## config.mk

```make
export PLATFORM = sky130hd
export DESIGN_NAME = gf_div_array
export DESIGN_NICKNAME = d
export VERILOG_FILES = /design/src/rtl/gf_div_array.sv
export SDC_FILE = /design/constraint.sdc
export NUM_CORES = 1
export LEC_CHECK = 0
export CAP_MARGIN = 20
export CORE_ASPECT_RATIO = 1.5
export CORE_MARGIN = 10
export CORE_UTILIZATION = 45
export DETAILED_ROUTE_END_ITERATION = 7
export GPL_TIMING_DRIVEN = 1
export PLACE_DENSITY = 0.62
export SLEW_MARGIN = 20
export SYNTH_ARGS = -nofsm -noshare
export SYNTH_HDL_FRONTEND = slang
export SYNTH_SLANG_ARGS = --single-unit
```

## constraint.sdc

```tcl
create_clock -name clk -period 2.5 [get_ports clk]
set_input_delay 0.25 -clock clk [delete_from_list [all_inputs] [get_ports clk]]
set_output_delay 0.25 -clock clk [all_outputs]
set_load 0.05 [all_outputs]
```

## src/rtl/gf_div_array.sv

```systemverilog
// gf_div_array: back end of the GF element-wise division path.
// Captures an N_ELEM numerator burst plus field definition (deg, poly),
// collects the matching inverse stream, multiplies pairwise in GF(2^deg)
// and streams the quotients out serially.
// Optional build macro GF_DIV_FAST_MUL_EN: one full combinational multiply
// per cycle instead of the bit-serial shift-and-add (results identical).
module gf_div_array #(
    parameter int DATA_W = 5,
    parameter int N_ELEM = 4
) (
    input  logic              clk,
    input  logic              rst,
    input  logic              in_valid,
    input  logic [2:0]        deg,
    input  logic [DATA_W:0]   poly,
    input  logic [DATA_W-1:0] num_data,
    input  logic              inv_valid,
    input  logic [DATA_W-1:0] inv_data,
    output logic              out_valid,
    output logic [DATA_W-1:0] out_data,
    output logic              busy
);
    localparam int CNT_W = $clog2(N_ELEM + 1);
    localparam int IDX_W = (N_ELEM > 1) ? $clog2(N_ELEM) : 1;
    localparam logic [CNT_W-1:0] CNT_FULL = CNT_W'(N_ELEM);
    localparam logic [CNT_W-1:0] CNT_PRE  = CNT_W'(N_ELEM - 1);
    localparam logic [IDX_W-1:0] IDX_LAST = IDX_W'(N_ELEM - 1);

    typedef enum logic [1:0] {IDLE, COLLECT, MUL, OUT} state_t;

    state_t                        r_state, w_next;
    logic [2:0]                    r_deg;
    logic [DATA_W:0]               r_poly;
    logic [N_ELEM-1:0][DATA_W-1:0] r_num;
    logic [N_ELEM-1:0][DATA_W-1:0] r_inv;
    logic [CNT_W-1:0]              r_num_cnt, r_inv_cnt, r_out_cnt;
    logic [IDX_W-1:0]              r_elem;
    logic                          r_out_valid, r_busy;
    logic [DATA_W-1:0]             r_out_data;

    logic              w_num_done, w_inv_done, w_mul_last, w_out_done;
    logic [DATA_W-1:0] w_mask;

    // Low-deg bit mask: operand bits at or above deg are not part of the field.
    function automatic logic [DATA_W-1:0] deg_mask(input logic [2:0] d);
        logic [DATA_W-1:0] m;
        for (int i = 0; i < DATA_W; i++) m[i] = (i < int'(d));
        return m;
    endfunction

    // One MSB-first shift-and-add step: shift, reduce at bit deg, add a if b.
    function automatic logic [DATA_W:0] gf_step(input logic [DATA_W:0]   acc,
                                                 input logic              b,
                                                 input logic [DATA_W-1:0] a,
                                                 input logic [2:0]        d,
                                                 input logic [DATA_W:0]   p);
        logic [DATA_W:0] t;
        logic            top;
        t   = {acc[DATA_W-1:0], 1'b0};
        top = 1'b0;
        for (int i = 0; i <= DATA_W; i++) if (i == int'(d)) top = t[i];
        if (top) t = t ^ p;
        if (b)   t = t ^ {1'b0, a};
        return t;
    endfunction

`ifdef GF_DIV_FAST_MUL_EN
    // Full multiply: deg unrolled steps of the same recurrence.
    function automatic logic [DATA_W-1:0] gf_mul(input logic [DATA_W-1:0] a,
                                                 input logic [DATA_W-1:0] b,
                                                 input logic [2:0]        d,
                                                 input logic [DATA_W:0]   p);
        logic [DATA_W:0] acc;
        acc = '0;
        for (int k = DATA_W - 1; k >= 0; k--)
            if (k < int'(d)) acc = gf_step(acc, b[k], a, d, p);
        return acc[DATA_W-1:0] & deg_mask(d);
    endfunction

    logic [DATA_W-1:0] w_fast_prod;
    assign w_fast_prod = gf_mul(r_num[r_elem], r_inv[r_elem], r_deg, r_poly);
    assign w_mul_last  = (r_elem == IDX_LAST);
`else
    logic [DATA_W:0]   r_acc;
    logic [2:0]        r_bit;
    logic [DATA_W-1:0] w_inv_row;
    logic [DATA_W:0]   w_step;
    assign w_inv_row  = r_inv[r_elem];
    assign w_step     = gf_step(r_acc, w_inv_row[r_bit], r_num[r_elem], r_deg, r_poly);
    assign w_mul_last = (r_bit == 3'd0) && (r_elem == IDX_LAST);
`endif

    // A stream is complete once its counter is full or its last beat is arriving now.
    assign w_num_done = (r_num_cnt == CNT_FULL) || (in_valid  && r_num_cnt == CNT_PRE);
    assign w_inv_done = (r_inv_cnt == CNT_FULL) || (inv_valid && r_inv_cnt == CNT_PRE);
    assign w_out_done = (r_out_cnt == CNT_FULL);
    assign w_mask     = deg_mask(r_deg);

    // State register.
    always_ff @(posedge clk or posedge rst) begin
        if (rst) r_state <= IDLE;
        else     r_state <= w_next;
    end

    // Next-state logic.
    always_comb begin
        w_next = r_state;
        case (r_state)
            IDLE:    if (in_valid) w_next = COLLECT;
            COLLECT: if (w_num_done && w_inv_done) w_next = MUL;
            MUL:     if (w_mul_last) w_next = OUT;
            OUT:     if (w_out_done) w_next = IDLE;
            default: w_next = IDLE;
        endcase
    end

    // Datapath: capture, multiply in place, then stream results out.
    always_ff @(posedge clk or posedge rst) begin
        if (rst) begin
            r_deg       <= '0;
            r_poly      <= '0;
            r_num       <= '0;
            r_inv       <= '0;
            r_num_cnt   <= '0;
            r_inv_cnt   <= '0;
            r_out_cnt   <= '0;
            r_elem      <= '0;
            r_out_valid <= 1'b0;
            r_out_data  <= '0;
            r_busy      <= 1'b0;
`ifndef GF_DIV_FAST_MUL_EN
            r_acc       <= '0;
            r_bit       <= '0;
`endif
        end else begin
            r_out_valid <= 1'b0;
            r_out_data  <= '0;
            case (r_state)
                IDLE: begin
                    if (in_valid) begin
                        r_deg     <= deg;
                        r_poly    <= poly;
                        r_num[0]  <= num_data & deg_mask(deg);
                        r_num_cnt <= CNT_W'(1);
                        r_inv_cnt <= '0;
                        r_busy    <= 1'b1;
                    end
                end
                COLLECT: begin
                    if (in_valid && r_num_cnt != CNT_FULL) begin
                        r_num[r_num_cnt[IDX_W-1:0]] <= num_data & w_mask;
                        r_num_cnt <= r_num_cnt + 1'b1;
                    end
                    if (inv_valid && r_inv_cnt != CNT_FULL) begin
                        r_inv[r_inv_cnt[IDX_W-1:0]] <= inv_data & w_mask;
                        r_inv_cnt <= r_inv_cnt + 1'b1;
                    end
                    if (w_num_done && w_inv_done) begin
                        r_elem    <= '0;
                        r_out_cnt <= '0;
`ifndef GF_DIV_FAST_MUL_EN
                        r_acc     <= '0;
                        r_bit     <= r_deg - 3'd1;
`endif
                    end
                end
                MUL: begin
`ifdef GF_DIV_FAST_MUL_EN
                    r_num[r_elem] <= w_fast_prod;
                    if (r_elem != IDX_LAST) r_elem <= r_elem + 1'b1;
`else
                    if (r_bit == 3'd0) begin
                        r_num[r_elem] <= w_step[DATA_W-1:0] & w_mask;
                        r_acc         <= '0;
                        r_bit         <= r_deg - 3'd1;
                        if (r_elem != IDX_LAST) r_elem <= r_elem + 1'b1;
                    end else begin
                        r_acc <= w_step;
                        r_bit <= r_bit - 3'd1;
                    end
`endif
                end
                OUT: begin
                    // Extra terminal cycle keeps busy high through the last beat.
                    if (!w_out_done) begin
                        r_out_valid <= 1'b1;
                        r_out_data  <= r_num[r_out_cnt[IDX_W-1:0]];
                        r_out_cnt   <= r_out_cnt + 1'b1;
                    end else begin
                        r_busy <= 1'b0;
                    end
                end
                default: ;
            endcase
        end
    end

    assign out_valid = r_out_valid;
    assign out_data  = r_out_data;
    assign busy      = r_busy;
endmodule

```

==> results of run 1 <==
==> state kept, by name (all words and copies together) (netlist names) <==
signal	flops
r_out_cnt	3
r_acc	5
r_inv	20
r_deg	3
busy	1
r_bit	3
r_elem	2
r_num	20
out_data	5
r_inv_cnt	3
out_valid	1
r_num_cnt	3
r_poly	5
r_state	2
==> logic make-up (layout without fill, tap and decap cells) <==
| kind of cell | count (synthesis) | in the layout | share of synthesized area [%] |
|---|---|---|---|
| buf+inv | 45 | 105 | 3.56 |
| simple gates | 207 | 207 | 19.2 |
| flops | 76 | 76 | 37.6 |
| compound gates | 154 | 154 | 20.5 |
| fa+ha+maj | 29 | 29 | 7.18 |
| xor+xnor | 3 | 3 | 0.520 |
| mux | 41 | 41 | 11.5 |
==> area by class of cell <==
cell class	count	share of cell area, %
Multi-Input combinational cell	434	49.4
Tap cell	147	3.06
Clock inverter	7	1.25
Clock buffer	9	3.74
Inverter	26	1.62
Sequential cell	76	31.6
Timing Repair Buffer	63	9.24
==> routing by layer <==
| layer | up-vias | GRT usage, % |
|---|---|---|
| met5 | - | 0 |
| met2 | 94 | 34.4 |
| met3 | 24 | 2.45 |
| met4 | 0 | 7.00 |
| li1 | 2150 | - |
| met1 | 2212 | 22.1 |
==> power groups by stage <==
stage / sequential, uW / clock (uW) / combinational (uW)
after floorplan: 2250 / 0 / 2870
after global placement: 2260 / 0 / 4200
after detailed placement: 2310 / 0 / 4290
after CTS: 2280 / 1350 / 4310
after global routing: 2370 / 1390 / 4780
final: 2290 / 1330 / 4330
==> worst max-delay path by stage <==
stage                          from   endpoint  slack, ns  cells after the start
after floorplan           r_elem[0]   r_num[0]       0.21                      7
after global placement    r_elem[0]   r_num[5]       0.11                      7
after detailed placement  r_elem[0]  r_num[10]       0.06                      7
after CTS                 r_elem[0]  r_num[10]       0.04                      7
after global routing      r_elem[0]  r_num[10]      0.008                      7
final                     r_elem[0]  r_num[10]       0.17                      7
==> what timing repair did <==
action | CTS | global route
setup endpoints to repair | 0 | 4
setup buffers | 0 | 1
resized for setup | 0 | 1
==> per-stage QoR <==
step | std cells | total power [uW] | area [sq um] | util, % | hold WS (ns)
after floorplan | 555 | 5120 | 5060 | - | 0.401
after global placement | 745 | 6460 | 5710 | 51.9 | 0.459
after detailed placement | 745 | 6590 | 5710 | 51.9 | 0.472
after CTS | 761 | 7950 | 6010 | 54.6 | 0.345
after global routing | 762 | 8540 | 6010 | 54.7 | 0.362
final | 762 | 7960 | 6010 | 54.7 | 0.300
==> worst max-delay path, stage by stage, from the launching register on <==
cell       delay, ns
dfrtp_2         0.44
buf_4           0.23
mux4_2          0.57
o211ai_1        0.17
a2111oi_4       0.07
a31oi_4         0.26
mux2_1          0.35
a31oi_1         0.17
==> synthesized netlist by cell type, drive strengths merged (6+ instances only) <==
| master | count |
|---|---|
| inv | 25 |
| mux2i | 14 |
| a31oi | 22 |
| dfrtp | 76 |
| nand3 | 30 |
| a21oi | 22 |
| mux4 | 12 |
| clkbuf | 16 |
| and3 | 9 |
| a22oi | 10 |
| nand2b | 8 |
| nor3 | 7 |
| nand2 | 81 |
| nor2b | 8 |
| mux2 | 15 |
| nor2 | 42 |
| o211ai | 6 |
| a22o | 7 |
| ha | 29 |
| o21ai | 52 |
==> out/qor.yml, run 1 <==
critical_path:
  critical_path_class: "reg -> reg"
  cp.arrival_ns: 2.59
  cp_max_fo: 9
  end_kind: "flop"
  reg2reg_slack_ns: 0.17
  crit_required_ns: 2.76
  r2r_end: "r_num[10]"
  critPathLaunchType: "flop"
  rr_worst_depth: 7
  r2r-start: "r_elem[0]"
clock_tree:
  path_clk_slew_ns: 0.07
  cts_buffers: 9
  clock_sinks: 76
  cts_tree: "yes"
  clkLatencyLatePin_ns: 0.34
  h-tree-depth: 3
  hold_buffers: 0
  clockBufferDepth: 2
  cts_root_buf: "clkbuf_16"
floorplanning:
  num_rows: 47
  die_area_sq_mm: 0.0160
  io_pins: 30
  die_w_microns: 107
  die_y_microns: 150
  design.core.area_sq_mm: 0.0110
  start_util_pct: 46.0
routing:
  via_per_inst: 5.88
  met2_length_microns: 7750
  dr.max_layer_used: "met4"
  drc_errors: 0
  met3_length_microns: 455
  vias: 4480
  routedWlPerCell_microns: 19.2
  wl_met1_microns: 6170
  ant_nets: 0
  initialDrtViolationCount: 275
  totalWireLength_microns: 14700
  first_pass_iters: 5
min_path:
  hold_path.class: "in -> async"
grt:
  grt_first_pass_wirelength_microns: 23900
  grt_max_degree: 77
  first_global_vias: 4569
  overflow: 0
  track_usage_pct: 18.9
  antenna_found_initial: 0
pwr:
  clockPowerShare_pct: 16.7
  peakVddDrop_uv: 591
  powerDensity_mw_per_mm2: 1320
  p_leak_uw: 0.00250
  seqPwrFrac_pct: 28.8
  intPower_uw: 4360
  swShare_pct: 45.3
  p_switching_uw: 3600
  p_comb_share_pct: 54.4
timing:
  tns_ns: 0
  grt_setup_unrepaired: "no"
  timing.final.ws_setup_ns: 0.165
  tightest_slew_ns: 0.514
  setup_viol: 0
  period_share_pct: 93.4
  finalCriticalPeriod_ns: 2.33
  fmax_mhz: 428
  hold_violations: 0
  slew_violations: 0
  slew_headroom_pct: 65.6
  finalClockSkew_ns: 0.00805
layout:
  drive_above_1_share_pct: 13.5
  multiInputGateArea_sq_mm: 0.00297
  layout.nets: 662
  n_fill_cell: 1012
  synthToLayoutAreaGrowth_pct: 19.0
  seq_area_sq_mm: 0.00190
  mostFrequentLayoutCells: "nand2_1 (81), dfrtp_1 (75), o21ai_0 (51)"
  final_common_cell: "nand2_1"
  n_antenna_cell: 0
placed_design:
  port_buffers: 28
  dpl.hpwl_microns: 11400
  place.gp.congestion: 0.978
  place_ws_ns: 0.0613
synthesis:
  synth_edf_count: 0
  postSynthAreaPerCell_sq_um: 9.11
  synth_top_cell_area_share_pct: 37.6
  synth_area_sq_mm: 0.00506
  ys_seq_area_share_pct: 37.6
  ys_ff_latch: 76
  syn-num-nets: 607
  synth_warnings: 0
  synth_cell_types: 60
  netlist_instances: 555
  async_flop_share_pct: 100
  synthFlopType: "dfrtp_1"
  synthTopCellsByArea: "dfrtp_1 (38%), ha_1 (7.2%), nand2_1 (6.0%)"
  yosysTopAreaCell: "dfrtp_1"
outcome:
  status: "complete, no violations"
job:
  drv_cap: 0
Note: power is estimated with default switching activity, not from simulation.
==> inputs of run 2 (changes only) <==
Settings changed: CORE_UTILIZATION 45 to 55, PLACE_DENSITY 0.62 to 0.74, RECOVER_POWER from default to 50.
==> run 2 against run 1 <==
Design area down 0.21%. Sequential power is essentially flat. Utilization is 13 points higher. Flip-flop and latch count unchanged. Setup slack worse by 0.060 ns. Largest cell class unchanged. Highest routed layer unchanged. Die area shrank 15%. First-iteration DRC count is 49% higher. Non-clock buffer count down 1. Sequential share of layout area grew 0.066 points. Clock-buffer cell count up 1. Cell count shrank 5.1%.
==> out/qor.yml, run 2 (same netlist as run 1, synthesis figures left out) <==
outcome:
  status: "complete, no violations"
clock_tree:
  cts_tree: "yes"
  clock_sinks: 76  # unchanged
  hold_buffers: 0  # unchanged
  clkLatencyLatePin_ns: 0.34  # about the same
  h-tree-depth: 3  # unchanged
  cts_root_buf: "clkbuf_16"
  clockBufferDepth: 2  # unchanged
  cts_buffers: 9  # unchanged
  path_clk_slew_ns: 0.06  # about the same
layout:
  mostFrequentLayoutCells: "nand2_1 (81), dfrtp_1 (75), o21ai_0 (51)"
  final_common_cell: "nand2_1"
  reg_top3: "r_inv x20, r_num x20"
  n_fill_cell: 731  # -28%
  n_antenna_cell: 0  # unchanged
  layout.nets: 661  # -0.15%
  drive_above_1_share_pct: 13.2  # -0.28 points
  synthToLayoutAreaGrowth_pct: 18.7
critical_path:
  r2r-start: "r_elem[0]"
  r2r_end: "r_num[3]"
  rr_worst_depth: 6  # -1
  crit_required_ns: 2.71  # -0.05 ns
  cp_max_fo: 6  # -3
  critical_path_class: "reg -> reg"
  end_kind: "flop"
  critPathLaunchType: "flop"
  reg2reg_slack_ns: 0.10  # -0.06 ns
  cp.arrival_ns: 2.60  # about the same
grt:
  overflow: 0  # unchanged
  grt_first_pass_wirelength_microns: 23000  # -4.1%
  antenna_found_initial: 0  # unchanged
  track_usage_pct: 21.4  # +2.4 points
  use_met2_pct: 37.8  # +3.3 points
  busiest_layer: "met2"
  met3_usage_pct: 3.16  # +0.71 points
  grt_max_degree: 48  # -38%
  use_met1_pct: 23.0  # +0.95 points
  first_global_vias: 4447  # -2.7%
pwr:
  peakVddDrop_uv: 871  # +47%
  powerDensity_mw_per_mm2: 1370  # +3.3%
  p_leak_uw: 0.00252  # +0.86%
  p_total_uw: 8210  # +3.1%
timing:
  tightest_slew_ns: 1.17  # +0.656 ns
  period_share_pct: 95.8  # +2.4 points
  fmax_mhz: 417  # -2.5%
  grt_setup_unrepaired: "no"
  finalClockSkew_ns: 0.00519  # -0.00285 ns
  slew_headroom_pct: 22.0  # -44 points
  hold_violations: 0  # unchanged
  setup_viol: 0  # unchanged
  slew_violations: 0  # unchanged
  finalCriticalPeriod_ns: 2.40  # +0.0604 ns
  tns_ns: 0  # unchanged
placed_design:
  place.gp.congestion: 0.993  # +1.6%
  dpl.hpwl_microns: 11400  # about the same
  port_buffers: 28  # unchanged
job:
  drv_cap: 0  # unchanged
routing:
  via_per_inst: 6.45  # +9.7%
  initialDrtViolationCount: 411  # +49%
  first_pass_iters: 5  # unchanged
  vias: 4663  # +4.1%
  totalWireLength_microns: 14600  # -0.31%
  routedWlPerCell_microns: 20.2  # +5.1%
  drc_errors: 0  # unchanged
  ant_nets: 0  # unchanged
min_path:
  hold_path.class: "in -> async"
floorplanning:
  num_rows: 42  # -11%
  die_w_microns: 98.3  # -7.8%
  design.core.area_sq_mm: 0.00888  # -19%
  die_area_sq_mm: 0.0135  # -15%
  die_y_microns: 137  # -8.3%
  io_pins: 30  # unchanged
  start_util_pct: 56.9  # +11 points
## run 2: cell count changes in the layout (fill, tap and decap cells not counted), sizes merged
cell           before  now
buf                35   32
clkbuf              9   12
clkinvlp            3    0
bufinv              1    3
inv                27   25
clkdlybuf4s50      28   27
clkinv              2    3
dlygate4sd3         0    1
## run 2: layout make-up
cell class	instances	area, sq um	area share (%)
Clock inverter	5	100	1.67
Multi-Input combinational cell	434	2980	49.7
Clock buffer	10	239	3.98
Tap cell	110	138	2.29
Inverter	26	97.6	1.63
Timing Repair Buffer	62	542	9.03
Sequential cell	76	1900	31.7
## run 2: power breakdown
part	internal [uW]	leakage (uW)	switching [uW]
Combinational	1830	0.00139	2570
Clock	993	0.000168	511
Sequential	1770	0.000967	536
Total	4590	0.00252	3620
## run 2: worst max-delay path, cell delays in order, from the launching register on
cell and delay (ns):
dfrtp_2 0.46, mux2i_1 0.14, mux4_2 0.58, a2111oi_2 0.43
a31o_2 0.28, xor2_1 0.24, o21ai_0 0.14
## run 2: routing by layer
metal	part of all wire [%]	wire length, microns	vias up
li1	-	-	2143
met1	39	5630	2260
met2	50	7350	204
met3	5.4	789	56
met4	5.7	831	0
met5	0	0	-
## run 2: stage by stage
stage	util [%]	setup slack (ns)	hold slack, ns	instances	area (sq um)
after detailed placement	63.9	0.0984	0.469	708	5670
after floorplan	-	0.212	0.401	555	5060
after global placement	63.9	0.119	0.457	708	5670
final	67.6	0.105	0.335	723	6000
after global routing	67.6	0.000472	0.397	723	6000
after CTS	67.7	0.0673	0.171	723	6010
## run 2: timing repair
| action | CTS | global route |
|---|---|---|
| setup buffers | 0 | 0 |
| endpoints found under the setup margin | 0 | 11 |
| gates resized for setup | 0 | 4 |
## run 2: worst max-delay path by stage
stage / from / endpoint / cells after the start
2_1_floorplan: r_elem[0] / r_num[0] / 7
3_3_place_gp: r_elem[0] / r_num[5] / 7
3_5_place_dp: r_elem[0] / r_num[5] / 7
4_1_cts: r_elem[0] / r_num[5] / 7
5_1_grt: r_deg[0] / r_num[4] / 8
6_report: r_elem[0] / r_num[3] / 6
